$ cat config.mk
export PLATFORM = sky130hd
export DESIGN_NAME = w_stream_gen_flat
export DESIGN_NICKNAME = d
export VERILOG_FILES = /design/src/rtl/w_stream_gen_pkg.sv /design/src/rtl/w_stream_gen_if.sv /design/src/rtl/w_stream_gen_tick.sv /design/src/rtl/w_stream_gen.sv /design/src/flat_wrapper.sv
export SDC_FILE = /design/constraint.sdc
export NUM_CORES = 1
export LEC_CHECK = 0
export BUFFER_PORTS_ARGS = -buffer_cell sky130_fd_sc_hd__buf_4
export CORE_UTILIZATION = 35
export DETAILED_ROUTE_END_ITERATION = 6
export GPL_ROUTABILITY_DRIVEN = 0
export PLACE_DENSITY = 0.54
export SKIP_CTS_REPAIR_TIMING = 1
export SYNTH_ARGS = -nofsm -noshare
export SYNTH_HDL_FRONTEND = slang
export SYNTH_HIERARCHICAL = 1
export SYNTH_SLANG_ARGS = --single-unit
$ cat constraint.sdc
create_clock -name clk -period 2.3 [get_ports clk]
set_clock_uncertainty 0.15 [all_clocks]
set_input_delay 0.23 -clock clk [delete_from_list [all_inputs] [get_ports clk]]
set_output_delay 0.23 -clock clk [all_outputs]
set_load 0.05 [all_outputs]
$ cat src/rtl/w_stream_gen_pkg.sv
// -----------------------------------------------------------------------------
// w_stream_gen_pkg
// Shared definitions for the serial stimulus source: controller state
// encodings (also used by the downstream FSM block and its bench), default
// geometry constants and a counter-width helper.
// No ports (package).
// -----------------------------------------------------------------------------
package w_stream_gen_pkg;

  typedef enum logic [1:0] {
    ST_IDLE  = 2'd0,
    ST_SHIFT = 2'd1,
    ST_DONE  = 2'd2
  } state_t;

  localparam int DEF_WIDTH = 16;
  localparam int DEF_DIV   = 1;

  // Width of a counter that must hold 0..n-1, never narrower than one bit.
  function automatic int cnt_width(input int n);
    return (n <= 1) ? 1 : $clog2(n);
  endfunction

endpackage

$ cat src/rtl/w_stream_gen_if.sv
// -----------------------------------------------------------------------------
// w_stream_gen_if
// Request/stream bundle between a pattern controller and w_stream_gen.
//   start    : request, honoured only when the generator is idle/done
//   pattern  : WIDTH bits, bit 0 sent first
//   len      : bit count, 0 or >WIDTH means WIDTH
//   w        : serial bit toward the FSM
//   w_valid  : w carries a pattern bit
//   busy     : transfer in progress
//   done     : one-cycle completion pulse
// modport master : generator side (drives the stream)
// modport slave  : controller side (drives the request)
// -----------------------------------------------------------------------------
interface w_stream_gen_if #(
  parameter int WIDTH = 16
);
  localparam int LW = $clog2(WIDTH + 1);

  logic             start;
  logic [WIDTH-1:0] pattern;
  logic [LW-1:0]    len;
  logic             w;
  logic             w_valid;
  logic             busy;
  logic             done;

  modport master (
    input  start, pattern, len,
    output w, w_valid, busy, done
  );

  modport slave (
    output start, pattern, len,
    input  w, w_valid, busy, done
  );
endinterface

$ cat src/rtl/w_stream_gen_tick.sv
// -----------------------------------------------------------------------------
// wstream_tick
// Bit-period prescaler for w_stream_gen. Counts 0..DIV-1 and flags the
// terminal count combinationally so the owner can act on the same edge.
//   clk   : clock
//   reset : synchronous active-high reset
//   clr   : synchronous clear, holds the count at 0
//   tc    : high while the count equals DIV-1 (always high when DIV=1)
// -----------------------------------------------------------------------------
module wstream_tick
  import w_stream_gen_pkg::*;
#(
  parameter int DIV = DEF_DIV
) (
  input  logic clk,
  input  logic reset,
  input  logic clr,
  output logic tc
);
  localparam int CW = cnt_width(DIV);

  logic [CW-1:0] cnt_reg;

  assign tc = (cnt_reg == CW'(DIV - 1));

  always_ff @(posedge clk) begin
    if (reset || clr || tc) cnt_reg <= '0;
    else                    cnt_reg <= cnt_reg + 1'b1;
  end
endmodule

$ cat src/rtl/w_stream_gen.sv
// -----------------------------------------------------------------------------
// w_stream_gen
// Serial stimulus source for the FSM block's w input. On an accepted start
// it captures pattern/len and shifts the pattern out LSB-first, each bit held
// for DIV clocks, then pulses done for one cycle. All outputs are registered.
//   clk         : clock, rising edge
//   reset       : synchronous active-high reset (wins over start)
//   repeat_mode : (WSTREAM_REPEAT_EN only) at the end of a word, restart
//                 the captured pattern instead of finishing
//   bus         : w_stream_gen_if.master (start/pattern/len in,
//                 w/w_valid/busy/done out)
// Optional feature macro: WSTREAM_REPEAT_EN
// -----------------------------------------------------------------------------
module w_stream_gen
  import w_stream_gen_pkg::*;
#(
  parameter int WIDTH = DEF_WIDTH,
  parameter int DIV   = DEF_DIV
) (
  input  logic clk,
  input  logic reset,
`ifdef WSTREAM_REPEAT_EN
  input  logic repeat_mode,
`endif
  w_stream_gen_if.master bus
);
  localparam int IW = $clog2(WIDTH);
  localparam int LW = $clog2(WIDTH + 1);

  state_t           state_reg;
  logic [WIDTH-1:0] shreg_reg;
  logic [WIDTH-1:0] cap_reg;
  logic [IW-1:0]    bit_idx_reg;
  logic [IW-1:0]    last_idx_reg;
  logic             w_reg, w_valid_reg, busy_reg, done_reg;

  logic             tick_tc;
  logic [IW-1:0]    last_next;
  logic             wrap;

`ifdef WSTREAM_REPEAT_EN
  assign wrap = repeat_mode;
`else
  assign wrap = 1'b0;
`endif

  // Out-of-range lengths collapse to a full-width word; store the index of
  // the final bit so the end test is a plain equality.
  always_comb begin
    last_next = IW'(WIDTH - 1);
    if (bus.len != '0 && bus.len <= LW'(WIDTH))
      last_next = IW'(bus.len - LW'(1));
  end

  // Prescaler runs only while shifting, so every word starts on a fresh period.
  wstream_tick #(.DIV(DIV)) u_tick (
    .clk   (clk),
    .reset (reset),
    .clr   (state_reg != ST_SHIFT),
    .tc    (tick_tc)
  );

  always_ff @(posedge clk) begin
    if (reset) begin
      state_reg    <= ST_IDLE;
      shreg_reg    <= '0;
      cap_reg      <= '0;
      bit_idx_reg  <= '0;
      last_idx_reg <= '0;
      w_reg        <= 1'b0;
      w_valid_reg  <= 1'b0;
      busy_reg     <= 1'b0;
      done_reg     <= 1'b0;
    end else begin
      case (state_reg)
        ST_IDLE, ST_DONE: begin
          done_reg <= 1'b0;
          if (bus.start) begin
            state_reg    <= ST_SHIFT;
            shreg_reg    <= bus.pattern;
            cap_reg      <= bus.pattern;
            last_idx_reg <= last_next;
            bit_idx_reg  <= '0;
            w_reg        <= bus.pattern[0];
            w_valid_reg  <= 1'b1;
            busy_reg     <= 1'b1;
          end else begin
            state_reg    <= ST_IDLE;
            w_reg        <= 1'b0;
            w_valid_reg  <= 1'b0;
            busy_reg     <= 1'b0;
          end
        end
        ST_SHIFT: begin
          if (tick_tc) begin
            if (bit_idx_reg == last_idx_reg) begin
              if (wrap) begin
                // Seamless restart: no gap, no done pulse.
                shreg_reg   <= cap_reg;
                bit_idx_reg <= '0;
                w_reg       <= cap_reg[0];
              end else begin
                state_reg   <= ST_DONE;
                w_reg       <= 1'b0;
                w_valid_reg <= 1'b0;
                busy_reg    <= 1'b0;
                done_reg    <= 1'b1;
              end
            end else begin
              // w is registered, so present the bit that becomes shreg[0].
              shreg_reg   <= {1'b0, shreg_reg[WIDTH-1:1]};
              bit_idx_reg <= bit_idx_reg + 1'b1;
              w_reg       <= shreg_reg[1];
            end
          end
        end
        default: state_reg <= ST_IDLE;
      endcase
    end
  end

  assign bus.w       = w_reg;
  assign bus.w_valid = w_valid_reg;
  assign bus.busy    = busy_reg;
  assign bus.done    = done_reg;
endmodule

$ cat src/flat_wrapper.sv
// flat-port wrapper written by rule: the top's interface ports become plain ports
module w_stream_gen_flat import w_stream_gen_pkg::*;
#(
  parameter int WIDTH = DEF_WIDTH,
  parameter int DIV   = DEF_DIV
)
  (clk, reset, bus_start, bus_pattern, bus_len, bus_w, bus_w_valid, bus_busy, bus_done);
  w_stream_gen_if #(.WIDTH(WIDTH)) bus_i ();
  input  logic clk;
  input  logic reset;
  input wire logic [$bits(bus_i.start)-1:0] bus_start;
  input wire logic [$bits(bus_i.pattern)-1:0] bus_pattern;
  input wire logic [$bits(bus_i.len)-1:0] bus_len;
  output wire logic [$bits(bus_i.w)-1:0] bus_w;
  output wire logic [$bits(bus_i.w_valid)-1:0] bus_w_valid;
  output wire logic [$bits(bus_i.busy)-1:0] bus_busy;
  output wire logic [$bits(bus_i.done)-1:0] bus_done;
  assign bus_i.start = bus_start;
  assign bus_i.pattern = bus_pattern;
  assign bus_i.len = bus_len;
  assign bus_w = bus_i.w;
  assign bus_w_valid = bus_i.w_valid;
  assign bus_busy = bus_i.busy;
  assign bus_done = bus_i.done;
  w_stream_gen #(.WIDTH(WIDTH), .DIV(DIV)) u_core (.clk(clk), .reset(reset), .bus(bus_i));
endmodule
==> flow_summary.toml, run 1 <==
[yosys]
netlist_instances = 179
syn_nets = 205
synth-warning-count = 6
avgSynthCellArea_um2 = 8.93
syn-cell-area_mm2 = 0.00160

[setup_path]
reg2reg_from = "u_core/state_reg[1]"
critPathMaxFanout = 11
endpoint = "u_core/shreg_reg[8]"
crit_arrival_ns = 1.96
reg2regPathDepth = 4
crit_start = "u_core/state_reg[1]"
startpoint_type = "register"
crit_type = "register to register"
worstSetupEndpointType = "register"
critPathRequiredTime_ns = 2.37
r2r_end = "u_core/shreg_reg[8]"
r2r_setup_slack_ns = 0.41

[finish]
largest_reg_flops = 15
nets = 229
drive_gt1_share_pct = 23.5
syn2layout_area_growth_pct = 18.1
diodes = 0
final.fill_count = 453

[die]
dieArea_mm2 = 0.00484
fp.coreArea_mm2 = 0.00438
initial_core_util_pct = 36.4
fp.dieH_um = 69.6
rows = 24
ios = 28
die_w_um = 69.6

[grt]
grt_max_degree = 33
grt_util_all_layers_pct = 15.8
grt_pass1_wl_mm = 6.10
grt_antenna_before_repair = 0
overflow = 0
first_global_vias = 1297

[timing]
rsz0062_at_grt = "false"
fin_crit_sh_pct = 82.1
max_slew_margin_pct = 46.4
fmax_mhz = 529
hold_violations = 1
timing.final.max_slew_violations = 0
setup_viol = 0
tns_ns = 0
whs_ns = -0.00983
tightest_slew_ns = 0.801
min_period_ns = 1.89

[clock_tree]
htree_levels = 2
clock-sinks = 29
cts_buffers = 5
clk_pin_slew_ns = 0.06
cts_buffer_depth = 2
clock_latency_ns = 0.28
cts_tree = "yes"
cts_root_buffer = "clkbuf_8"

[run_status]
status = "finished with violations"
failed_checks = "negative hold slack"

[power_and_ir_drop]
vdd_drop_max_mv = 0.381
p_leak_nw = 0.785
powerDensity_mw_per_mm2 = 670

[detailed_routing]
viasPerCell = 5.45
totalWireLength_mm = 3.73
drc_errors = 0
firstDrtPassIters = 4
wl_per_cell_um = 14.6
drt_iter0_drc = 51
dr_total_vias = 1394
drtAntennaViolNets = 0

[hold_path]
min_path_type = "input port to register"

[placed_design]
dpl.hpwl_mm = 2.48
port_buffers = 27

[job]
drv_cap = 0
-- per-layer routing --
metal / global-route usage [%] / vias to the layer above / wire (um)
met5: 0 / - / 0
met1: 21.3 / 644 / 1810
met4: 5.44 / 0 / 46
met3: 4.36 / 5 / 167
met2: 24.3 / 33 / 1700
li1: - / 712 / -
-- power by group --
part	switching (mW)	leakage, nW	internal, mW
Sequential	0.0377	0.239	0.546
Clock	0.189	0.0450	0.209
Combinational	0.158	0.502	0.125
Total	0.385	0.785	0.880
-- layout make-up --
class	instances	area, um2	share of cell area, %
repair buffers	31	233	12.3
flip-flops and latches	29	581	30.8
multi-input cells	132	911	48.3
clock inverters	2	10.0	0.531
well taps	52	65.1	3.45
clock buffers	6	72.6	3.85
inverters	4	15.0	0.796
-- layout by cell type (no fill, tap or decap), drive strengths merged, types with 2 or more instances in the layout --
master / count
buf: 31
dfxtp: 29
nand3: 18
a21oi: 17
mux2i: 12
a221o: 12
nor2: 11
or2: 11
clkbuf: 6
o21ai: 6
xnor2: 5
inv: 4
o211ai: 4
nand2: 4
nor3: 4
clkinv: 2
nand2b: 2
a31oi: 2
xor2: 2
ha: 2
nand4: 2
-- how the worst min path moves through the flow --
stage / start / end / slack (ns) / depth (start not counted)
floorplan: bus_len[0] / u_core/last_idx_reg[0] / 0.17 / 1
global placement: bus_len[0] / u_core/last_idx_reg[0] / 0.28 / 2
detailed placement: bus_len[0] / u_core/last_idx_reg[0] / 0.28 / 2
CTS: bus_len[0] / u_core/last_idx_reg[0] / -0.02 / 2
global route: bus_len[0] / u_core/last_idx_reg[0] / 0.004 / 2
finish: bus_len[0] / u_core/last_idx_reg[0] / -0.01 / 2
-- per-stage QoR --
stage	setup slack [ns]	utilization (%)	power, mW	std cells	area (um2)
after floorplan	0.723	-	0.794	179	1600
after detailed placement	0.307	41.2	0.874	248	1800
after global routing	0.285	43.0	1.33	256	1890
final	0.411	43.0	1.26	256	1890
after global placement	0.370	41.2	0.869	248	1800
after CTS	0.429	43.0	1.27	256	1890
-- critical path, cell delays in order (launching register included) --
cell	delay, ns
dfxtp_1	0.32
and2b_1	0.30
nand3_1	0.14
nor2_1	0.64
a221o_1	0.28
(Power assumes the default switching activity.)
==> run 2, diff against run 1 <==
clock period = 1.9 ns   (was 2.3 ns; I/O delays follow)
==> run 2 against run 1 <==
Net effect: power is 25% higher; clock-buffer cell count increased by 1; wire length is 2.6% higher; largest cell class unchanged; final cell count rose by 3.9%; flip-flop and latch count did not move; sequential share of layout area down 1.4 points; die area is the same; the run now ends clean; global-route usage rose by 1.3 points; fmax increased by 12%; first-iteration DRC count increased by 71%; sequential power rose by 21%.
==> flow_summary.toml, run 2 (same netlist as run 1, synthesis figures left out) <==
[die]
fp.coreArea_mm2 = 0.00438
ios = 28
rows = 24
initial_core_util_pct = 36.4
die_w_um = 69.6
fp.dieH_um = 69.6
dieArea_mm2 = 0.00484

[grt]
grt_antenna_before_repair = 0
grt_pass1_wl_mm = 6.57
overflow = 0
grt_util_all_layers_pct = 17.2
first_global_vias = 1369
grt_max_degree = 23

[clock_tree]
clock-sinks = 29
cts_buffers = 5
htree_levels = 2
clk_pin_slew_ns = 0.06
cts_root_buffer = "clkbuf_8"
clock_latency_ns = 0.27
cts_tree = "yes"
cts_buffer_depth = 2

[detailed_routing]
drt_iter0_drc = 87
firstDrtPassIters = 4
drc_errors = 0
viasPerCell = 5.57
wl_per_cell_um = 14.4
dr_total_vias = 1482
totalWireLength_mm = 3.83
drtAntennaViolNets = 0

[setup_path]
critPathMaxFanout = 10
startpoint_type = "register"
reg2reg_from = "u_core/bit_idx_reg[0]"
critPathRequiredTime_ns = 1.91
crit_type = "register to register"
r2r_setup_slack_ns = 0.22
reg2regPathDepth = 5
worstSetupEndpointType = "register"
r2r_end = "u_core/bit_idx_reg[3]"
crit_arrival_ns = 1.70

[job]
drv_cap = 0

[placed_design]
dp_slack_ns = 0.0769
port_buffers = 27
placed_area_mm2 = 0.00188
dpl.hpwl_mm = 2.75
dp.cells = 258

[timing]
setup_viol = 0
timing.final.max_slew_violations = 0
min_period_ns = 1.68
tns_ns = 0
fmax_mhz = 594
rsz0062_at_grt = "false"
fin_crit_sh_pct = 88.6
timing.final.ws_setup_ns = 0.216
hold_violations = 0
whs_ns = 0.0100

[hold_path]
min_path_type = "input port to register"
hold_end = "u_core/last_idx_reg[2]"
holdCritStartpoint = "bus_len[4]"
hold-path-cell-count = 3

[finish]
final.fill_count = 443
diodes = 0
final_common_cell = "buf_4"
largest_reg_flops = 15
seq_area_um2 = 581
final_util_pct = 45.1
most-common-layout-cells = "buf_4 (41), dfxtp_1 (29), nand3_1 (18)"
stdcell_area_mm2 = 0.00198
nets = 240
drive_gt1_share_pct = 27.1
syn2layout_area_growth_pct = 23.8
multi_input_area_um2 = 913
final_cells = 266

[power_and_ir_drop]
finalPower_mw = 1.58
p_leak_nw = 0.837
vdd_drop_max_mv = 0.411
powerDensity_mw_per_mm2 = 799

[run_status]
status = "completed"
run 2: routing by layer:
metal	GRT usage [%]	vias up	wire length, um
met5	0	-	0
met4	7.03	0	43
met3	4.65	7	197
met2	25.8	35	1730
met1	23.2	708	1860
li1	-	732	-
run 2: layout make-up:
class,instances,area share (%)
sequential,29,29.3
tap,52,3.29
timing repair buffer,42,16.1
multi-input combinational,132,46.2
inverter,4,0.759
clock buffer,7,4.36
run 2: power by group:
group | switching [mW] | total [mW] | internal, mW
Clock | 0.215 | 0.501 | 0.286
Sequential | 0.0469 | 0.708 | 0.661
Combinational | 0.196 | 0.371 | 0.175
run 2: how the worst max path moves through the flow:
stage | to | cells after the start | start | slack (ns)
CTS | u_core/shreg_reg[8] | 4 | u_core/bit_idx_reg[0] | 0.07
finish | u_core/bit_idx_reg[3] | 5 | u_core/bit_idx_reg[0] | 0.22
global route | u_core/last_idx_reg[0] | 8 | bus_len[0] | 0.10
floorplan | u_core/bit_idx_reg[3] | 5 | u_core/bit_idx_reg[0] | 0.32
detailed placement | u_core/shreg_reg[8] | 4 | u_core/bit_idx_reg[0] | 0.08
global placement | u_core/shreg_reg[7] | 4 | u_core/bit_idx_reg[0] | 0.11
run 2: critical path, cell delays in order (launching register included):
cell and delay (ns):
dfxtp_1 0.40, xnor2_1 0.12, and4_1 0.22, buf_4 0.18, nor3_2 0.18, mux2_1 0.33
==> run 3, diff against run 2 <==
clock period = 1.6 ns   (was 1.9 ns; I/O delays follow)
==> run 3 against run 2 <==
Net effect: power grew 25%; cell area grew 10%; clock-buffer cell count is the same; via count grew 4.7%; sequential share of layout area shrank 2.6 points; clock power grew 19%; die area is the same; global-route usage grew 0.61 points; largest power group unchanged; wire length grew 7.6%.
==> flow_summary.toml, run 3 (same netlist as run 1, synthesis figures left out) <==
[run_status]
status = "completed"

[grt]
grt_antenna_before_repair = 0
grt_pass1_wl_mm = 6.85
first_global_vias = 1464
overflow = 0
grt_max_degree = 23
grt_util_all_layers_pct = 17.8

[finish]
syn2layout_area_growth_pct = 36.7
nets = 255
final_util_pct = 49.8
largest_reg_flops = 15
final.fill_count = 437
stdcell_area_mm2 = 0.00218
final_cells = 281
drive_gt1_share_pct = 35.8
final_common_cell = "buf_4"
most-common-layout-cells = "buf_4 (50), dfxtp_1 (26), nand3_1 (18)"
diodes = 0

[power_and_ir_drop]
clkPwrFrac_pct = 30.2
finalPower_mw = 1.98
vdd_drop_max_mv = 0.642
p_seq_share_pct = 42.7
p_leak_nw = 0.941
powerDensity_mw_per_mm2 = 905
p_comb_share_pct = 27.1
swShare_pct = 29.2
p_int_mw = 1.40
power.switching_mw = 0.578

[setup_path]
reg2regPathDepth = 6
critPathBufInv = 2
crit_top_cell = "buf_4"
slowest_stage = "dfxtp_2"
critPathMaxFanout = 4
critPathRequiredTime_ns = 1.62
crit_cells = 6
r2r_setup_slack_ns = 0.06
crit_arrival_ns = 1.56
crit_type = "register to register"
cp_slowest_stage_delay_ns = 0.33
startpoint_type = "register"
crit_chain = "xnor2_2 -> buf_4 -> nand4_4 -> nor3_4 -> buf_4 -> a221o_1"
worstSetupEndpointType = "register"
crit_family = "flip-flops"

[detailed_routing]
drtAntennaViolNets = 0
wl_per_cell_um = 14.7
totalWireLength_mm = 4.12
drt_iter0_drc = 87
dr_total_vias = 1552
firstDrtPassIters = 4
viasPerCell = 5.52
drc_errors = 0

[timing]
rsz0062_at_grt = "false"
min_period_ns = 1.54
setup_viol = 0
tns_ns = 0
fin_crit_sh_pct = 96.4
timing.final.ws_setup_ns = 0.0577
hold_violations = 0
fmax_mhz = 648
timing.final.max_slew_violations = 0
whs_ns = 0.0390

[clock_tree]
htree_levels = 2
clock-sinks = 29
cts_buffers = 5
cts_buffer_depth = 2
clk_pin_slew_ns = 0.06
cts_root_buffer = "clkbuf_8"
cts_tree = "yes"
clock_latency_ns = 0.28

[die]
ios = 28
dieArea_mm2 = 0.00484
die_w_um = 69.6
initial_core_util_pct = 36.4
fp.coreArea_mm2 = 0.00438
rows = 24
fp.dieH_um = 69.6

[hold_path]
min_path_type = "input port to register"
hold-path-cell-count = 3

[placed_design]
placed_area_mm2 = 0.00195
dpl.hpwl_mm = 2.91
dp_slack_ns = -0.206
port_buffers = 27
dp.cells = 268

[job]
drv_cap = 0
## run 3: cell type report
type | count | area (um2) | share of cell area [%]
clock buffers | 7 | 86.3 | 3.95
flip-flops and latches | 29 | 584 | 26.7
well taps | 52 | 65.1 | 2.98
multi-input cells | 132 | 983 | 45.0
repair buffers | 57 | 450 | 20.6
inverters | 4 | 15.0 | 0.687
## run 3: per-layer routing
layer / vias to the layer above / share of wire (%) / track usage, %
li1: 759 / - / -
met1: 743 / 45 / 23.3
met2: 45 / 50 / 28.7
met3: 5 / 4.7 / 4.51
met4: 0 / 1.1 / 5.44
met5: - / 0 / 0
## run 3: worst paths after layout
kind	start	endpoint
worst max-delay path	u_core/bit_idx_reg[0]	u_core/shreg_reg[14]
worst min-delay path	bus_len[3]	u_core/last_idx_reg[3]
worst max register to register	u_core/bit_idx_reg[0]	u_core/shreg_reg[14]
worst min register to register	u_core/shreg_reg[15]	u_core/shreg_reg[15]
## run 3: power groups by stage
stage | clock network [mW] | logic, mW | registers (mW)
finish | 0.597 | 0.536 | 0.844
global route | 0.644 | 0.581 | 0.853
CTS | 0.613 | 0.482 | 0.837
detailed placement | 0 | 0.478 | 0.853
global placement | 0 | 0.468 | 0.850
floorplan | 0 | 0.284 | 0.858
## run 3: worst min-delay path, cell delays in order
cell	delay, ns
buf_4	0.09
xnor2_1	0.11
a21oi_1	0.06
